$ cat config.mk
export PLATFORM = sky130hd
export DESIGN_NAME = reset_sequencer
export DESIGN_NICKNAME = d
export VERILOG_FILES = /design/src/rtl/reset_sequencer.sv
export SDC_FILE = /design/constraint.sdc
export NUM_CORES = 1
export LEC_CHECK = 0
export CAP_MARGIN = 10
export CORE_MARGIN = 8
export CORE_UTILIZATION = 54
export DETAILED_ROUTE_END_ITERATION = 12
export DONT_BUFFER_PORTS = 1
export PLACE_DENSITY = 0.66
export SYNTH_ARGS = -nofsm -noshare
export SYNTH_HDL_FRONTEND = slang
export SYNTH_SLANG_ARGS = --single-unit
$ cat constraint.sdc
create_clock -name clk -period 3.45 [get_ports clk]
set_clock_uncertainty 0.1 [all_clocks]
set_input_delay 0.8625 -clock clk [delete_from_list [all_inputs] [get_ports clk]]
set_output_delay 0.8625 -clock clk [all_outputs]
set_load 0.005 [all_outputs]
$ cat src/rtl/reset_sequencer.sv
// Merges filtered reset requests and releases N_STAGE reset outputs in order, with a delay before each stage.
// Latency: request to stage_rst is 2+FILTER_CLK edges; release to SEQ is 3 edges; no backpressure, all outputs registered.
module reset_sequencer #(
    parameter int                         N_SRC      = 4,
    parameter int                         N_STAGE    = 2,
    parameter int                         CNT_W      = 24,
    parameter logic [N_STAGE*CNT_W-1:0]   STAGE_CLK  = {24'd240, 24'd24},
    parameter int                         FILTER_CLK = 4,
    parameter int                         COLD_CLK   = 3000000
) (
    input  logic                clk,
    input  logic                reset,
    input  logic [N_SRC-1:0]    req,
    input  logic [N_SRC-1:0]    req_mask,
    input  logic                sw_restart,
    output logic [N_STAGE-1:0]  stage_rst,
    output logic                busy,
    output logic                cold,
    output logic [N_SRC-1:0]    cause
);

    localparam int SW = (N_STAGE > 1) ? $clog2(N_STAGE) : 1;

    localparam logic [1:0] HOLD = 2'd0;
    localparam logic [1:0] SEQ  = 2'd1;
    localparam logic [1:0] DONE = 2'd2;

    localparam logic [CNT_W-1:0] ONE        = CNT_W'(1);
    localparam logic [CNT_W-1:0] FILT_LAST  = CNT_W'(FILTER_CLK - 1);
    localparam logic [CNT_W-1:0] COLD_LIM   = CNT_W'(COLD_CLK);
    localparam logic [SW-1:0]    LAST_STAGE = SW'(N_STAGE - 1);

    logic [N_SRC-1:0]   sync1;
    logic [N_SRC-1:0]   sync2;
    logic [N_SRC-1:0]   filt;
    logic [CNT_W-1:0]   fcnt [N_SRC];

    logic [1:0]         state;
    logic [CNT_W-1:0]   hold_cnt;
    logic [CNT_W-1:0]   dly_cnt;
    logic [SW-1:0]      stage_idx;
    logic               cold_r;
    logic               cold_pend;

    logic [N_SRC-1:0]   srcs;
    logic               act;
    logic [CNT_W-1:0]   cur_dly;
    logic [N_STAGE-1:0] rel_sel;

    // Filter counts consecutive synchronised-high samples; any low sample drops the output at once.
    always_ff @(posedge clk) begin
        if (reset) begin
            sync1 <= '0;
            sync2 <= '0;
            filt  <= '0;
            for (int i = 0; i < N_SRC; i++) fcnt[i] <= '0;
        end else begin
            sync1 <= req;
            sync2 <= sync1;
            for (int i = 0; i < N_SRC; i++) begin
                if (!sync2[i]) begin
                    fcnt[i] <= '0;
                    filt[i] <= 1'b0;
                end else if (fcnt[i] == FILT_LAST) begin
                    filt[i] <= 1'b1;
                end else begin
                    fcnt[i] <= fcnt[i] + ONE;
                end
            end
        end
    end

    assign srcs = filt & ~req_mask;
    assign act  = (|srcs) | sw_restart;

    always_comb begin
        cur_dly = '0;
        rel_sel = '0;
        for (int k = 0; k < N_STAGE; k++) begin
            if (stage_idx == SW'(k)) begin
                cur_dly    = STAGE_CLK[k*CNT_W +: CNT_W];
                rel_sel[k] = 1'b1;
            end
        end
    end

    // A new request takes priority over any stage release on the same edge.
    always_ff @(posedge clk) begin
        if (reset) begin
            state     <= HOLD;
            hold_cnt  <= '0;
            dly_cnt   <= '0;
            stage_idx <= '0;
            stage_rst <= '1;
            busy      <= 1'b1;
            cold_r    <= 1'b0;
            cold_pend <= 1'b1;
            cause     <= '0;
        end else if (act && state != HOLD) begin
            state     <= HOLD;
            stage_rst <= '1;
            busy      <= 1'b1;
            hold_cnt  <= '0;
            cause     <= ((state == DONE) ? '0 : cause) | srcs;
        end else begin
            case (state)
                HOLD: begin
                    if (act) begin
                        if (hold_cnt != '1) hold_cnt <= hold_cnt + ONE;
                        cause <= cause | srcs;
                    end else begin
                        state     <= SEQ;
                        cold_r    <= cold_pend | (hold_cnt >= COLD_LIM);
                        cold_pend <= 1'b0;
                        stage_idx <= '0;
                        dly_cnt   <= '0;
                    end
                end
                SEQ: begin
                    if (dly_cnt + ONE == cur_dly) begin
                        stage_rst <= stage_rst & ~rel_sel;
                        dly_cnt   <= '0;
                        if (stage_idx == LAST_STAGE) begin
                            state <= DONE;
                            busy  <= 1'b0;
                        end else begin
                            stage_idx <= stage_idx + SW'(1);
                        end
                    end else begin
                        dly_cnt <= dly_cnt + ONE;
                    end
                end
                default: ;
            endcase
        end
    end

    assign cold = cold_r;

endmodule

==> impl_metrics.ini, run 1 <==
[outcome]
run_status = finished clean

[clock_network]
tritoncts = built
clk_latency_ns = 0.43
clk_pin_slew_worst_paths_ns = 0.06
clock_tree.buffer_depth = 2
cts_sinks = 168
cts_setup_buffers = 0
clock-root-buffer = clkbuf_16
cts-buffers-inserted = 17
holdBufCountCts = 0
post_cts_resize_count = 0
htree_levels = 4

[worst_setup_path]
ff2ff_path_depth = 9
critical_path_startpoint = dly_cnt[6]$_SDFFE_PP0P_
worstSetupPathDepth = 9
worstPathBufferInverterCount = 1
critical_path.reg2reg.startpoint = dly_cnt[6]$_SDFFE_PP0P_
cp.required_ns = 3.66
worst-setup-path-type = flip-flop to flip-flop
worstSetupStartpointType = flip-flop
timing.critical_path.fanout_max = 21
crit_chain = nand4_4 -> nor3_4 -> nand4_1 -> xnor2_1 -> or4_4 -> o41a_1 -> o21ai_2 -> buf_4 -> nor2_1
critical-path-top-delay-family = simple AND/OR/NAND/NOR gates
critical_path.endpoint_type = flip-flop
critPathMaxStageDelay_ns = 0.54
critPathArrivalTime_ns = 3.32
timing.critical_path.slowest_stage_cell = or4_4

[detailed_routing]
post_drt_wl_per_cell_um = 14.70
via_per_inst = 5.609
drt_first_pass_iters = 4
vias = 6277
postRouteWirelength_um = 16450
dr_wl_met3_um = 531
detail-route-antenna-nets = 0
wirelength_met1_um = 7818
highest-signal-layer = met4
drt_iter0_markers = 499
met2_length_um = 7877
drt_drc_violations_left = 0

[sta]
max_clock_freq_mhz = 321.4
slew_viol_final = 0
fin_ws_ns = 0.3382
max_slew.worst_pin.slew_ns = 1.114
fin_setup_tns_ns = 0
fin_worst_hold_slack_ns = 0.3409
period_share_pct = 90.20
rsz0062_at_grt = no
period_needed_ns = 3.112
number_of_failing_hold_endpoints_at_the_final_stage = 0
max_slew_margin_pct = 25.71
timing.final.setup_violations = 0

[floorplan]
boundaryPins = 19
chip_width_um = 142.1
overall_die_height_um = 142.1
floorplan.initialDensity_pct = 54.64
fp-row-count = 46
core_area_um2 = 15710
fp.dieArea_um2 = 20190

[power_and_ir_drop]
seq_power_share_pct = 51.5
p_leak_nw = 3.193
cellPowerDensity_nw_per_um2 = 437.0
internal-power_w = 0.003288
clkPwrFrac_pct = 46.9
vdd_ir_drop_max_mv = 0.3717
power.combinational.fraction_pct = 1.6
switching_fraction_pct = 19.92
power_switching_w = 0.0008178

[layout]
layout.nets = 908
diodes = 0
seq_area_um2 = 4324
final_layout_size_suffix_gt1_share_pct = 8.084
stdcell_area_um2 = 9394
postLayoutCoreUtil_pct = 59.79
area_of_the_multi_input_gates_um2 = 4025
nFillCells = 1321
area_delta_synth_final_pct = 9.414

[min_path]
timing.hold.worst.class = flip-flop to flip-flop
min_delay_path_depth = 1
hold_path_startpoint = sync1[3]$_SDFF_PP0_

[grt]
global_route_wire_length_before_repair_um = 28210
grt_max_degree = 29
first_global_vias = 5870
grt_util_all_layers_pct = 17.08
antenna_violations_before_repair = 0
gr-total-overflow = 0

[synth]
synth.top_cell.area_share_pct = 33.58
postSynth.topFlopCell = edfxtp_1
synth.lib_cells_used.distinct = 59
syn_area_um2 = 8586
post_synth.cell_area_avg_um2 = 9.712
ys_seq_area_share_pct = 50.36
ys.warnings.count = 0
synthTopCellsByArea = edfxtp_1 (34%), dfxtp_1 (17%), xor2_1 (8.5%)
mappedNetlistNets = 902
async_flop_share_pct = 0
post_synth_inst_count = 884
synth.ff_latch_count = 168
synth_top_area_cell = edfxtp_1
synth_edf_count = 96

[place]
io_buffer_count = 0
placedInstanceArea_um2 = 8781
post-dp-hpwl_um = 11380
preCtsSetupSlack_ns = 0.3514
place_congestion = 0.8113

[run]
max_cap_violations = 0
[worst register-to-register path: cells and delay by family (launching register included)]
kind,cells,cell delay (ns)
AND/OR/NAND/NOR,5,1.33
AO/OA/AOI/OAI,2,0.58
flip-flops,1,0.53
buffers and inverters,1,0.30
XOR/XNOR,1,0.16
[power by group through the flow]
stage               combinational, W  clock, W  sequential (W)
detailed placement         0.0000637         0         0.00216
global placement           0.0000620         0         0.00216
CTS                        0.0000644   0.00196         0.00212
floorplan                  0.0000533         0         0.00216
global route               0.0000725   0.00206         0.00212
finish                     0.0000639   0.00193         0.00212
[Yosys cell counts, types with 7 or more instances]
master and count:
xor2_1 83, ha_1 7, nor4_1 25, xnor2_1 38
o21ai_0 24, nor3_1 17, clkbuf_1 15, nand4_1 44
a21oi_1 24, inv_1 21, edfxtp_1 96, or3_1 20
nor2_1 157, nor2_2 10, nand3_1 50, nand2_1 68
and2_1 9, nor2b_1 14, dfxtp_1 72, and3_1 14
[stage by stage]
stage	power, W	instances
floorplan	0.002209	884
global placement	0.002220	1087
detailed placement	0.002223	1087
CTS	0.004143	1119
global route	0.004245	1119
finish	0.004106	1119
[cell type report]
| type | instances | area share, % |
|---|---|---|
| inverters | 21 | 0.8391 |
| well taps | 216 | 2.877 |
| clock inverters | 8 | 0.8391 |
| repair buffers | 11 | 0.8791 |
| multi-input cells | 671 | 42.85 |
| flip-flops and latches | 168 | 46.03 |
| clock buffers | 24 | 5.687 |
[flip-flops by register name (all words and copies together), names as in the netlist]
signal	count
fcnt	96
dly_cnt	24
hold_cnt	24
cause	4
filt	4
sync1	4
sync2	4
stage_rst	2
state	2
busy	1
cold	1
cold_pend	1
stage_idx	1
[cells by family after synthesis]
group,count (synthesis),synth area share [%]
xor+xnor,121,12.34
buf+inv,45,2.798
simple gates,463,27.66
mux,2,0.2914
compound gates,78,5.523
flops,168,50.36
fa+ha+maj,7,1.020
[routing by layer]
metal / vias to the layer above / global-route usage (%)
met3: 15 / 3.690
met5: - / 0
met2: 85 / 27.41
li1: 3143 / -
met1: 3034 / 22.28
met4: 0 / 6.105
[layout by cell type (no fill, tap or decap), drive strengths merged, types with 3 or more instances in the layout]
master,n
a21o,3
a21oi,24
and2,9
and3,17
and4,6
buf,11
clkbuf,24
dfxtp,72
edfxtp,96
ha,7
inv,25
nand2,68
nand2b,6
nand3,53
nand4,46
nor2,167
nor2b,14
nor3,20
nor4,27
o21a,4
o21ai,30
or3,20
or4,5
xnor2,38
xor2,83
[path summary, 6_finish.rpt]
path	to	slack [ns]
setup / recovery	dly_cnt[4]$_SDFFE_PP0P_	0.34
hold / removal	sync2[3]$_SDFF_PP0_	0.34
setup reg to reg	dly_cnt[4]$_SDFFE_PP0P_	0.34
hold reg to reg	sync2[3]$_SDFF_PP0_	0.34
Power figures use the tool's default switching activity.
==> inputs of run 2 (changes only) <==
- ABC_CLOCK_PERIOD_IN_PS: unset -> 3450
==> results of run 2 <==
No change in the layout: final DEF, timing and power equal those of run 1.
